<file path="config.mk">
export PLATFORM = sky130hd
export DESIGN_NAME = pipeline_hazard_ctrl
export DESIGN_NICKNAME = d
export VERILOG_FILES = /design/src/rtl/cpu_ctrl_pkg.sv /design/src/rtl/load_use_detect.sv /design/src/rtl/pipeline_hazard_ctrl.sv
export SDC_FILE = /design/constraint.sdc
export NUM_CORES = 1
export LEC_CHECK = 0
export ABC_AREA = 1
export CORE_ASPECT_RATIO = 0.75
export CORE_MARGIN = 3
export CORE_UTILIZATION = 54
export DETAILED_ROUTE_END_ITERATION = 12
export PLACE_DENSITY = 0.95
export SYNTH_ARGS = -nofsm -noshare
export SYNTH_HDL_FRONTEND = slang
export SYNTH_HIERARCHICAL = 1
export SYNTH_SLANG_ARGS = --single-unit
</file>
<file path="constraint.sdc">
create_clock -name clk -period 3 [get_ports clk]
set_clock_uncertainty 0.2 [all_clocks]
set_input_delay 0.6 -clock clk [delete_from_list [all_inputs] [get_ports clk]]
set_output_delay 0.6 -clock clk [all_outputs]
set_load 0.005 [all_outputs]
</file>
<file path="src/rtl/cpu_ctrl_pkg.sv">
// Shared CPU control definitions: sequencer states and register-number width.
package cpu_ctrl_pkg;

    localparam int REG_W = 5;

    typedef enum logic [1:0] {
        INIT     = 2'd0,
        RUN      = 2'd1,
        MEM_WAIT = 2'd2
    } ctrl_state_t;

endpackage

</file>
<file path="src/rtl/load_use_detect.sv">
// Load-use hazard comparator: a load in EX whose destination feeds the
// instruction currently in ID. Register 0 never creates a dependency.
module load_use_detect
    import cpu_ctrl_pkg::*;
(
    input  logic             ex_mem_read,
    input  logic [REG_W-1:0] ex_rt,
    input  logic [REG_W-1:0] id_rs,
    input  logic [REG_W-1:0] id_rt,
    output logic             hazard
);

    // Pure comparator; result is used in the same cycle by the sequencer.
    always_comb begin
        hazard = ex_mem_read && (ex_rt != '0) &&
                 ((ex_rt == id_rs) || (ex_rt == id_rt));
    end

endmodule

</file>
<file path="src/rtl/pipeline_hazard_ctrl.sv">
// Central pipeline sequencer: post-reset drain, load-use bubbles, branch
// squash, data-memory wait freeze, plus stall-cycle and timeout debug state.
module pipeline_hazard_ctrl
    import cpu_ctrl_pkg::*;
#(
    parameter int INIT_FLUSH_CYCLES = 4,
    parameter int MEM_TIMEOUT       = 15,
    parameter int STALL_CNT_W       = 16
) (
    input  logic                   clk,
    input  logic                   startin_n,
    input  logic [REG_W-1:0]       ID_rs,
    input  logic [REG_W-1:0]       ID_rt,
    input  logic                   EX_mem_read,
    input  logic [REG_W-1:0]       EX_rt,
    input  logic                   MEM_branch,
    input  logic                   MEM_zero,
    input  logic                   MEM_mem_read,
    input  logic                   MEM_mem_write,
    input  logic                   dmem_ready,
    output logic                   pc_write,
    output logic                   IF_ID_write,
    output logic                   IF_ID_flush,
    output logic                   ID_EX_flush,
    output logic                   EX_MEM_flush,
    output logic                   EX_MEM_hold,
    output logic                   ctrl_busy,
    output logic [STALL_CNT_W-1:0] stall_cycles,
    output logic                   mem_timeout
);

    localparam logic [3:0] DRAIN_INIT = 4'(INIT_FLUSH_CYCLES - 1);
    localparam logic [7:0] TMO_LAST   = 8'(MEM_TIMEOUT - 1);

    ctrl_state_t state, state_nxt;
    logic [3:0]  drain_cnt;
    logic [7:0]  wait_cnt;
    logic        load_use;
    logic        mem_stall;
    logic        branch_taken;

    load_use_detect u_load_use_detect (
        .ex_mem_read (EX_mem_read),
        .ex_rt       (EX_rt),
        .id_rs       (ID_rs),
        .id_rt       (ID_rt),
        .hazard      (load_use)
    );

    assign mem_stall    = (MEM_mem_read || MEM_mem_write) && !dmem_ready;
    assign branch_taken = MEM_branch && MEM_zero;
    assign ctrl_busy    = (state != RUN);

    // Next state and zero-latency pipeline controls. RUN and MEM_WAIT share
    // the same rules: a still-pending access keeps waiting, anything else
    // (ready, or strobes dropped) resolves through the normal hazard order.
    always_comb begin
        state_nxt    = state;
        pc_write     = 1'b0;
        IF_ID_write  = 1'b0;
        IF_ID_flush  = 1'b0;
        ID_EX_flush  = 1'b0;
        EX_MEM_flush = 1'b0;
        EX_MEM_hold  = 1'b0;
        case (state)
            INIT: begin
                IF_ID_flush  = 1'b1;
                ID_EX_flush  = 1'b1;
                EX_MEM_flush = 1'b1;
                if (drain_cnt == 4'd0) state_nxt = RUN;
            end
            default: begin
                if (mem_stall) begin
                    EX_MEM_hold = 1'b1;
                    state_nxt   = MEM_WAIT;
                end else begin
                    state_nxt = RUN;
                    if (branch_taken) begin
                        pc_write     = 1'b1;
                        IF_ID_write  = 1'b1;
                        IF_ID_flush  = 1'b1;
                        ID_EX_flush  = 1'b1;
                        EX_MEM_flush = 1'b1;
                    end else if (load_use) begin
                        ID_EX_flush = 1'b1;
                    end else begin
                        pc_write    = 1'b1;
                        IF_ID_write = 1'b1;
                    end
                end
            end
        endcase
    end

    // State register and post-reset drain countdown.
    always_ff @(posedge clk or negedge startin_n) begin
        if (!startin_n) begin
            state     <= INIT;
            drain_cnt <= DRAIN_INIT;
        end else begin
            state <= state_nxt;
            if (state == INIT && drain_cnt != 4'd0) drain_cnt <= drain_cnt - 4'd1;
        end
    end

    // Memory wait counter and sticky timeout; the wait itself never aborts.
    always_ff @(posedge clk or negedge startin_n) begin
        if (!startin_n) begin
            wait_cnt    <= 8'd0;
            mem_timeout <= 1'b0;
        end else if (state == MEM_WAIT) begin
            if (wait_cnt != 8'hFF) wait_cnt <= wait_cnt + 8'd1;
            if (wait_cnt == TMO_LAST) mem_timeout <= 1'b1;
        end else begin
            wait_cnt <= 8'd0;
        end
    end

    // Saturating count of cycles in which the PC did not advance.
    always_ff @(posedge clk or negedge startin_n) begin
        if (!startin_n) begin
            stall_cycles <= '0;
        end else if (!pc_write && !(&stall_cycles)) begin
            stall_cycles <= stall_cycles + STALL_CNT_W'(1);
        end
    end

endmodule

</file>
==> out/metrics.csv <==
stage;metric;value;unit
yosys;synth_common_cells;110 x nand2_1, 35 x inv_1, 29 x dfrtp_1, 25 x nor2_1, 16 x nand3_1;
final_layout;area_growth;31.5;%
setup_path;path_cells;clkdlybuf4s50_1 > inv_1 > nand2_1 > nand2_1 > nor2_2 > nand3_1 > a21oi_2 > buf_4 > a21o_1 > dlygate4sd2_1;
setup_path;worstPathArrival;2130;ps
yosys;synth_flop_cell;dfrtp_1;
global_route;grt_util_all_layers;25.0;%
placed_design;hpwl;3910;um
final_layout;layout.cells.non_filler;392;
placed_design;dp_cells;383;
die;placementRows;18;
worst_hold_path;hold_path.class;flop to flop;
die;die_h;59.0;um
yosys;ys_top_cells_by_area;dfrtp_1 36%, nand2_1 20%, inv_1 6.5%, nor2_1 4.6%, nand3_1 4.0%;
pwr;p_int;0.816;mW
yosys;synth_edf_count;0;
global_route;grt_pass1_wl;8750;um
yosys;yosysMostFrequentCell;nand2_1;
global_route;grt.overflow.total;0;
final_layout;num_antenna_cells;0;
yosys;synth_nets;314;
yosys;avgSynthCellArea;7.04;um2
timing;finalSetupViolations;0;
yosys;synth_area;2020;um2
clock_network;numCtsBuffers;5;
pwr;power_density;434;nW/um2
status;status;finished clean;
clock_network;cts_sinks;31;
detailed_routing;drtAntennaViolNets;0;
flow_run;maxCapViolations;0;
pwr;leakagePower;1.32;nW
setup_path;slowest_stage;clkdlybuf4s50_1;
global_route;grt_max_degree;32;
setup_path;crit_buf_inv;4;
clock_network;htreeDepth;2;
setup_path;cpMostUsedCell;nand2_1;
setup_path;crit_fanout;2;
pwr;power.total;1.15;mW
clock_network;cts_tree;built;
setup_path;cp.required;2200;ps
detailed_routing;vias;2021;
setup_path;crit_type;input pin to primary output;
timing;slew_headroom;57.9;%
timing;period_needed;2930;ps
placed_design;place.gp.congestion;0.850;
die;core-area;3450;um2
final_layout;fin_area;2660;um2
detailed_routing;wire_per_inst;13.8;um
die;initial_core_util;58.6;%
detailed_routing;viasPerCell;5.16;
detailed_routing;wl_met1;2300;um
pwr;comb_power_share;24.8;%
yosys;syn_inst;287;
setup_path;slowest_delay;480;ps
detailed_routing;highest_layer;met4;
die;die_w;76.6;um
yosys;ys_seq_elements;31;
final_layout;drive_gt1_share;9.94;%
placed_design;portBuffers;46;
pwr;seqPwrFrac;43.7;%
pwr;vdd_ir_drop_max;0.000471;V
pwr;switching_power;0.338;mW
clock_network;cts_buffer_depth;2;
timing;final_hold_viol_count;0;
yosys;async_reset_ff_share;100;%
clock_network;root_buffer;clkbuf_8;
setup_path;critPathLaunchType;input pin;
final_layout;fin_nets;368;
timing;finalCritPeriodShare;97.7;%
detailed_routing;dr_wl_met2;2710;um
detailed_routing;drt_pass1_iterations;4;
timing;slew_violations;0;
pwr;p_sw_share;29.3;%
detailed_routing;drc;0;
clock_network;postCtsHoldBufs;0;
yosys;ys_seq_area_share;38.5;%
global_route;antenna_found_initial;0;
global_route;grt_pass1_vias;1925;
setup_path;cp_top_family;buffers and inverters;
final_layout;filler_cell_count;219;
yosys;yosys_warnings;6;
timing;fmax;341;MHz
yosys;yosysTopAreaCellShare;35.9;%
clock_network;clk_latency;290;ps
detailed_routing;drt_iter0_markers;169;
yosys;synth_area_leader_cell;dfrtp_1;
timing;setup-tns-final;0;ps
pwr;clockPowerShare;31.5;%
detailed_routing;wl_met3;266;um
die;io_pins;47;
yosys;yosysUniqueCellTypes;31;
clock_network;clk_pin_slew;60;ps
detailed_routing;wirelength;5410;um
die;dieArea;4520;um2
setup_path;end_kind;primary output;
timing;whs;279;ps
placed_design;placed_area;2540;um2
timing;tightest_slew;625;ps
==> through the flow <==
step	util, %	worst slack [ps]
6_report	77.1	70.4
5_1_grt	77.1	-19.1
4_1_cts	76.5	3.72
3_5_place_dp	73.7	-264
3_3_place_gp	73.7	-179
2_1_floorplan	-	769
==> power by group through the flow <==
stage	registers, mW	clock network, mW	logic [mW]
CTS	0.504	0.364	0.284
finish	0.504	0.363	0.286
detailed placement	0.510	0	0.284
floorplan	0.505	0	0.134
global route	0.513	0.384	0.313
global placement	0.509	0	0.275
==> path summary, 6_finish.rpt <==
kind / start / endpoint / slack [ps] / depth (start not counted)
hold reg to reg: mem_timeout$_DFFE_PN0P_ / mem_timeout$_DFFE_PN0P_ / 280 / 1
setup / recovery: ID_rt[2] / ID_EX_flush / 70 / 10
max in group asynchronous: startin_n / drain_cnt[1]$_DFFE_PN1P_ / 1760 / 2
setup reg to reg: stall_cycles[0]$_DFFE_PN0P_ / stall_cycles[6]$_DFFE_PN0P_ / 1010 / 7
hold / removal: mem_timeout$_DFFE_PN0P_ / mem_timeout$_DFFE_PN0P_ / 280 / 1
min in group asynchronous: startin_n / mem_timeout$_DFFE_PN0P_ / 510 / 2
==> layout by cell type (no fill, tap or decap), types with 2 or more instances in the layout <==
cell             Yosys  routed
nand3_1             16      16
ha_1                 4       4
dfrtp_1             29      29
inv_1               35      33
inv_2                5       7
xor2_1               6       6
nor2_1              25      24
a21oi_2              1       2
clkbuf_8             0       7
dfstp_2              2       2
dlymetal6s2s_1       0       4
nor2_2               2       3
xnor2_1              8       8
clkdlybuf4s50_1      0      37
nand3_2              2       2
nor3_1               2       2
dlygate4sd2_1        0       5
nand4_1              7       7
o21ai_0             15      15
buf_4                2       6
nand2_1            110     110
==> layout make-up <==
class	count	area (um2)	area share, %
multi-input combinational	211	1060	39.8
inverter	40	150	5.65
clock buffer	8	100	3.77
sequential	31	778	29.3
tap	50	62.6	2.35
timing repair buffer	52	509	19.2
==> sequential cells by signal, summed over array words and instances, names as in the netlist <==
signal	cells
wait_cnt	8
mem_timeout	1
drain_cnt	4
stall_cycles	16
state	2
==> metal layers <==
metal  global-route usage, %  up-vias
met1                    30.5      930
met5                       0        -
li1                        -     1003
met2                    43.9       71
met3                    5.02       17
met4                    11.4        0
==> kinds of logic after synthesis <==
group | after synthesis | share of synthesized area [%]
fa+ha+maj | 4 | 2.48
xor+xnor | 14 | 6.07
simple gates | 167 | 34.8
flops | 31 | 38.5
compound gates | 26 | 8.67
buf+inv | 45 | 9.47
==> what timing repair did <==
item	4_1_cts	5_1_grt
setup endpoints to repair	3	4
buffers inserted	0	1
pin swaps	2	4
gates resized for setup	6	7
endpoints found under the hold margin	0	0
(Power assumes the default switching activity.)
